[config.mk]
export PLATFORM = sky130hd
export DESIGN_NAME = tile_scheduler
export DESIGN_NICKNAME = d
export VERILOG_FILES = /design/src/rtl/tile_scheduler.sv
export SDC_FILE = /design/constraint.sdc
export NUM_CORES = 1
export LEC_CHECK = 0
export CAP_MARGIN = 20
export CORE_MARGIN = 8
export CORE_UTILIZATION = 53
export CTS_CLUSTER_SIZE = 30
export DETAILED_ROUTE_END_ITERATION = 12
export PLACE_DENSITY = 0.8
export REMOVE_ABC_BUFFERS = 1
export SLEW_MARGIN = 0
export SYNTH_ARGS = -nofsm -noshare
export SYNTH_HDL_FRONTEND = slang
export SYNTH_SLANG_ARGS = --single-unit
[constraint.sdc]
create_clock -name clk -period 2.3 [get_ports clk]
set_input_delay 0.46 -clock clk [delete_from_list [all_inputs] [get_ports clk]]
set_output_delay 0.46 -clock clk [all_outputs]
set_load 0.03 [all_outputs]
[src/rtl/tile_scheduler.sv]
// tile_scheduler: accepts one matrix-operation command and walks the tile grid
// in row-major order. For each tile it presents the tile coordinates and the
// op code, pulses tp_start for one cycle, then waits for a rising edge on
// tp_done. Progress, elapsed cycles and a per-tile watchdog timeout are
// reported back to the host. All outputs are registered.
module tile_scheduler #(
  parameter int TILE_IDX_W     = 3,
  parameter int OP_W           = 3,
  parameter int TIMEOUT_CYCLES = 4096,
  parameter int CYC_W          = 32
) (
  input  logic                    clk,
  input  logic                    rst_n,
  input  logic                    cmd_valid,
  output logic                    cmd_ready,
  input  logic [OP_W-1:0]         cmd_op,
  input  logic [TILE_IDX_W-1:0]   cmd_rows,
  input  logic [TILE_IDX_W-1:0]   cmd_cols,
  input  logic                    abort,
  output logic                    tp_start,
  output logic [TILE_IDX_W-1:0]   tp_tile_i,
  output logic [TILE_IDX_W-1:0]   tp_tile_j,
  output logic [OP_W-1:0]         tp_op_code,
  input  logic                    tp_done,
  output logic                    busy,
  output logic                    sched_done,
  output logic                    err_timeout,
  output logic [2*TILE_IDX_W:0]   tiles_done,
  output logic [CYC_W-1:0]        cycle_count
);

  // Watchdog only needs to count up to TIMEOUT_CYCLES-1.
  localparam int WD_W = $clog2(TIMEOUT_CYCLES);
  localparam logic [WD_W-1:0] WD_LAST = WD_W'(TIMEOUT_CYCLES - 1);

  typedef enum logic [2:0] {
    S_IDLE,
    S_ISSUE,
    S_WAIT,
    S_NEXT,
    S_FINISH
  } state_t;

  state_t                  state;
  logic [TILE_IDX_W-1:0]   rows_q;
  logic [TILE_IDX_W-1:0]   cols_q;
  logic [WD_W-1:0]         watchdog;
  logic                    tp_done_q;
  logic                    done_rise;
  logic                    col_last;
  logic                    last_tile;

  // Only a rising edge counts as completion, so a level left high by the
  // previous tile cannot complete the next one.
  assign done_rise = tp_done & ~tp_done_q;
  assign col_last  = (tp_tile_j == cols_q);
  assign last_tile = (tp_tile_i == rows_q) && col_last;

  // Track tp_done every cycle, regardless of state, for edge detection.
  always_ff @(posedge clk or negedge rst_n) begin
    if (!rst_n) begin
      tp_done_q <= 1'b0;
    end else begin
      tp_done_q <= tp_done;
    end
  end

  // Command sequencer: state, registered handshake/status outputs and counters.
  always_ff @(posedge clk or negedge rst_n) begin
    if (!rst_n) begin
      state       <= S_IDLE;
      cmd_ready   <= 1'b1;
      busy        <= 1'b0;
      tp_start    <= 1'b0;
      tp_tile_i   <= '0;
      tp_tile_j   <= '0;
      tp_op_code  <= '0;
      sched_done  <= 1'b0;
      err_timeout <= 1'b0;
      tiles_done  <= '0;
      cycle_count <= '0;
      rows_q      <= '0;
      cols_q      <= '0;
      watchdog    <= '0;
    end else begin
      tp_start   <= 1'b0;
      sched_done <= 1'b0;

      // Every non-idle cycle is charged to the command; saturate at all-ones.
      if (state != S_IDLE && cycle_count != '1) begin
        cycle_count <= cycle_count + 1'b1;
      end

      case (state)
        S_IDLE: begin
          if (cmd_valid && cmd_ready) begin
            state       <= S_ISSUE;
            cmd_ready   <= 1'b0;
            busy        <= 1'b1;
            tp_start    <= 1'b1;
            tp_op_code  <= cmd_op;
            rows_q      <= cmd_rows;
            cols_q      <= cmd_cols;
            tp_tile_i   <= '0;
            tp_tile_j   <= '0;
            tiles_done  <= '0;
            cycle_count <= '0;
            err_timeout <= 1'b0;
          end
        end

        S_ISSUE: begin
          if (abort) begin
            state     <= S_IDLE;
            cmd_ready <= 1'b1;
            busy      <= 1'b0;
          end else begin
            state    <= S_WAIT;
            watchdog <= '0;
          end
        end

        S_WAIT: begin
          if (abort) begin
            state     <= S_IDLE;
            cmd_ready <= 1'b1;
            busy      <= 1'b0;
          end else if (done_rise) begin
            // Completion beats a timeout that lands in the same cycle.
            tiles_done <= tiles_done + 1'b1;
            if (last_tile) begin
              state      <= S_FINISH;
              sched_done <= 1'b1;
            end else begin
              state <= S_NEXT;
            end
          end else if (watchdog == WD_LAST) begin
            err_timeout <= 1'b1;
            state       <= S_FINISH;
            sched_done  <= 1'b1;
          end else begin
            watchdog <= watchdog + 1'b1;
          end
        end

        S_NEXT: begin
          if (abort) begin
            state     <= S_IDLE;
            cmd_ready <= 1'b1;
            busy      <= 1'b0;
          end else begin
            if (col_last) begin
              tp_tile_j <= '0;
              tp_tile_i <= tp_tile_i + 1'b1;
            end else begin
              tp_tile_j <= tp_tile_j + 1'b1;
            end
            state    <= S_ISSUE;
            tp_start <= 1'b1;
          end
        end

        S_FINISH: begin
          state     <= S_IDLE;
          cmd_ready <= 1'b1;
          busy      <= 1'b0;
        end

        default: begin
          state     <= S_IDLE;
          cmd_ready <= 1'b1;
          busy      <= 1'b0;
        end
      endcase
    end
  end

endmodule

==> impl_metrics.csv <==
group,metric,value,unit
synthesis,yosys.area.top_type,"dfrtp_1",
global_routing,antenna_found_initial,0,
clock_network,post_cts_resized,0,
synthesis,yosysUniqueCellTypes,63,
route,wl,10500,microns
die,num_rows,31,
sta,max-slew-margin-rel,65.9,%
die,fp.dieW,102,microns
sta,clock.fmax,0.472,GHz
clock_network,cts_buffer_depth,2,
synthesis,synth_area,0.00396,sq mm
final_layout,num_antenna_cells,0,
sta,fin_crit_sh,92.1,%
clock_network,cts_hold_buf,0,
synthesis,synth_area_leaders,"dfrtp_1, nand2_1, a21oi_1",
route,viasPerCell,5.95,
setup_path,crit_type,"flip-flop to flip-flop",
synthesis,yosys_warnings,0,
setup_path,reg2reg_from,"cycle_count[0]",
route,remaining_drc_errors,0,
setup_path,cp_data_required_time,2590,ps
sta,hold_violations,0,
route,drt_iter0_drc,207,
route,routedLengthMet1,4400,microns
setup_path,path_max_fanout,9,
hold_path,hold_class,"input port to async pin",
final_layout,nets,533,
setup_path,startpoint,"cycle_count[0]",
place,pre_cts_ws,-56.8,ps
clock_network,worst_skew_pair.late_latency,360,ps
sta,skew,13.4,ps
sta,rsz0062_at_grt,"no",
global_routing,grt.total_usage,21.0,%
place,post-dp-hpwl,7370,microns
route,num_vias,3676,
place,numPortBuffers,66,
final_layout,utilization,71.0,%
sta,setup_viol,0,
setup_path,crit_end,"cycle_count[26]",
route,dr.pass1.iters,5,
sta,slew_violations,0,
synthesis,synth_top_area_share,46.8,%
sta,min_period,2120,ps
route,top_layer,"met4",
global_routing,first_global_vias,3692,
sta,timing.hold.ws,61.6,ps
setup_path,critPathArrivalTime,2410,ps
clock_network,cts_tree,"built",
die,start_util,54.6,%
synthesis,ys_seq_area_share,47.5,%
global_routing,grt_overflow,0,
die,io_pins,67,
final_layout,area_growth,30.0,%
place,place.gp.congestion,0.888,
clock_network,cts_sinks,75,
synthesis,avgSynthCellArea,9.49,sq um
clock_network,post_cts_buffers,0,
synthesis,synth_most_common_cell,"dfrtp_1",
clock_network,cts_buffers,9,
power_and_ir_drop,power_density,469,mW/mm^2
synthesis,async_flop_share,100,%
synthesis,ys_seq_elements,75,
setup_path,start_kind,"flip-flop",
power_and_ir_drop,power.leakage,2.31,nW
setup_path,cp_cell_sequence,"ha_1, inv_1, nor3_1, nand4_1, or3_1, a21oi_1",
setup_path,cp-end-kind,"flip-flop",
final_layout,drive_above_1_share,13.7,%
clock_network,root_buffer,"clkbuf_8",
die,dieArea,0.0105,sq mm
setup_path,rr_worst_depth,6,
setup_path,r2r-end,"cycle_count[26]",
status,status,"finished, final reports clean",
synthesis,synth_edf_count,0,
clock_network,cts_htree_levels,3,
flow_run,maxCapViolations,0,
route,wl_met3,678,microns
synthesis,synth_common_cells,"dfrtp_1, nand2_1, a21oi_1",
die,core-area,0.00725,sq mm
route,wl_met2,5190,microns
setup_path,cp_slowest_cell,"or3_1",
die,die_h,102,microns
synthesis,syn-instance-count,417,
route,avgRoutedWirePerCell,16.9,microns
clock_network,clk_pin_slew,90,ps
power_and_ir_drop,irDropWorstVdd,0.316,mV
route,drt.antenna.violating_nets,0,
global_routing,grt_pass1_wl,17400,microns
setup_path,reg2reg_slack,180,ps
synthesis,ys.flop_type,"dfrtp_1",
global_routing,grt_max_degree,40,
sta,tightestPinTransition,506,ps
sta,layout_setup_ws,181,ps
setup_path,max_stage_delay,460,ps
==> final cells by class <==
| type | count | area, sq um |
|---|---|---|
| fillers | 578 | 2110 |
| multi-input cells | 319 | 1980 |
| flip-flops and latches | 75 | 1880 |
| repair buffers | 101 | 933 |
| clock buffers | 13 | 179 |
| well taps | 99 | 124 |
| inverters | 8 | 30.0 |
| clock inverters | 3 | 20.0 |
==> per-layer routing <==
layer | vias to the layer above | GRT usage [%]
met3 | 20 | 4.84
met4 | 0 | 8.24
met2 | 127 | 34.0
met1 | 1800 | 26.7
met5 | - | 0
li1 | 1729 | -
==> worst min-delay path by stage <==
| stage | from | end | slack, ps | depth (start not counted) |
|---|---|---|---|---|
| 2_1_floorplan | rst_n | busy | 160 | 0 |
| 5_1_grt | rst_n | cycle_count[0] | 100 | 1 |
| 6_report | rst_n | cycle_count[0] | 60 | 1 |
| 3_3_place_gp | rst_n | cycle_count[0] | 460 | 1 |
| 3_5_place_dp | rst_n | cycle_count[0] | 450 | 1 |
| 4_1_cts | rst_n | cycle_count[0] | 80 | 1 |
==> worst max-delay path: cells and delay by family (launching register included) <==
family	cells	cell delay [ps]
AND/OR/NAND/NOR	3	1180
flip-flops	1	370
adder cells (fa/ha/maj)	1	270
AO/OA/AOI/OAI	1	150
buffers and inverters	1	100
==> power by group <==
group          switching (W)  total [W]  internal (W)
Combinational      0.0000497  0.0000863     0.0000366
Sequential        0.00000448    0.00133       0.00132
Clock               0.000494    0.00100      0.000508
==> through the flow <==
stage | instance area [sq um] | TNS [ps] | power [W] | instances
finish | 5150 | 0 | 0.00241 | 618
global route | 5150 | 0 | 0.00250 | 618
CTS | 5130 | 0 | 0.00243 | 617
detailed placement | 4930 | -118 | 0.00144 | 601
global placement | 4930 | -41.2 | 0.00144 | 601
floorplan | 3870 | -3900 | 0.00137 | 401
==> flip-flops by register name (all words and copies together) (netlist names) <==
register / cells
state: 3
tp_done_q: 1
cols_q: 3
watchdog: 12
sched_done: 1
tp_tile_i: 3
rows_q: 3
err_timeout: 1
tp_start: 1
busy: 1
cycle_count: 32
tp_op_code: 3
cmd_ready: 1
tp_tile_j: 3
tiles_done: 7
==> layout by cell type, fill, tap and decap left out, drive strengths merged, types with 4 or more instances in the layout <==
| master | Yosys | final |
|---|---|---|
| dfrtp | 74 | 74 |
| nand2 | 70 | 70 |
| clkdlybuf4s50 | 0 | 65 |
| buf | 6 | 36 |
| o21ai | 25 | 25 |
| a21oi | 24 | 24 |
| nor2 | 20 | 20 |
| nand3 | 19 | 19 |
| or3 | 19 | 19 |
| nand4 | 17 | 17 |
| nor3 | 15 | 15 |
| clkbuf | 10 | 13 |
| mux2i | 9 | 9 |
| inv | 8 | 8 |
| xor2 | 8 | 8 |
| xnor2 | 7 | 7 |
| o211ai | 6 | 6 |
| nand2b | 6 | 6 |
| o31ai | 6 | 6 |
| a31oi | 5 | 5 |
| ha | 5 | 5 |
| or4 | 5 | 5 |
| and3 | 5 | 5 |
| and4 | 4 | 4 |
| o311ai | 4 | 4 |
| nor4 | 4 | 4 |
==> kinds of logic after synthesis <==
group	synth area share (%)
buffers and inverters	3.03
and+or+nand+nor	26.5
muxes	2.56
DFF	47.5
AOI/OAI and AO/OA	15.6
adders and majority gates	1.58
xor gates and xnor gates	3.32
No activity file was read; power rests on OpenSTA's default activity.
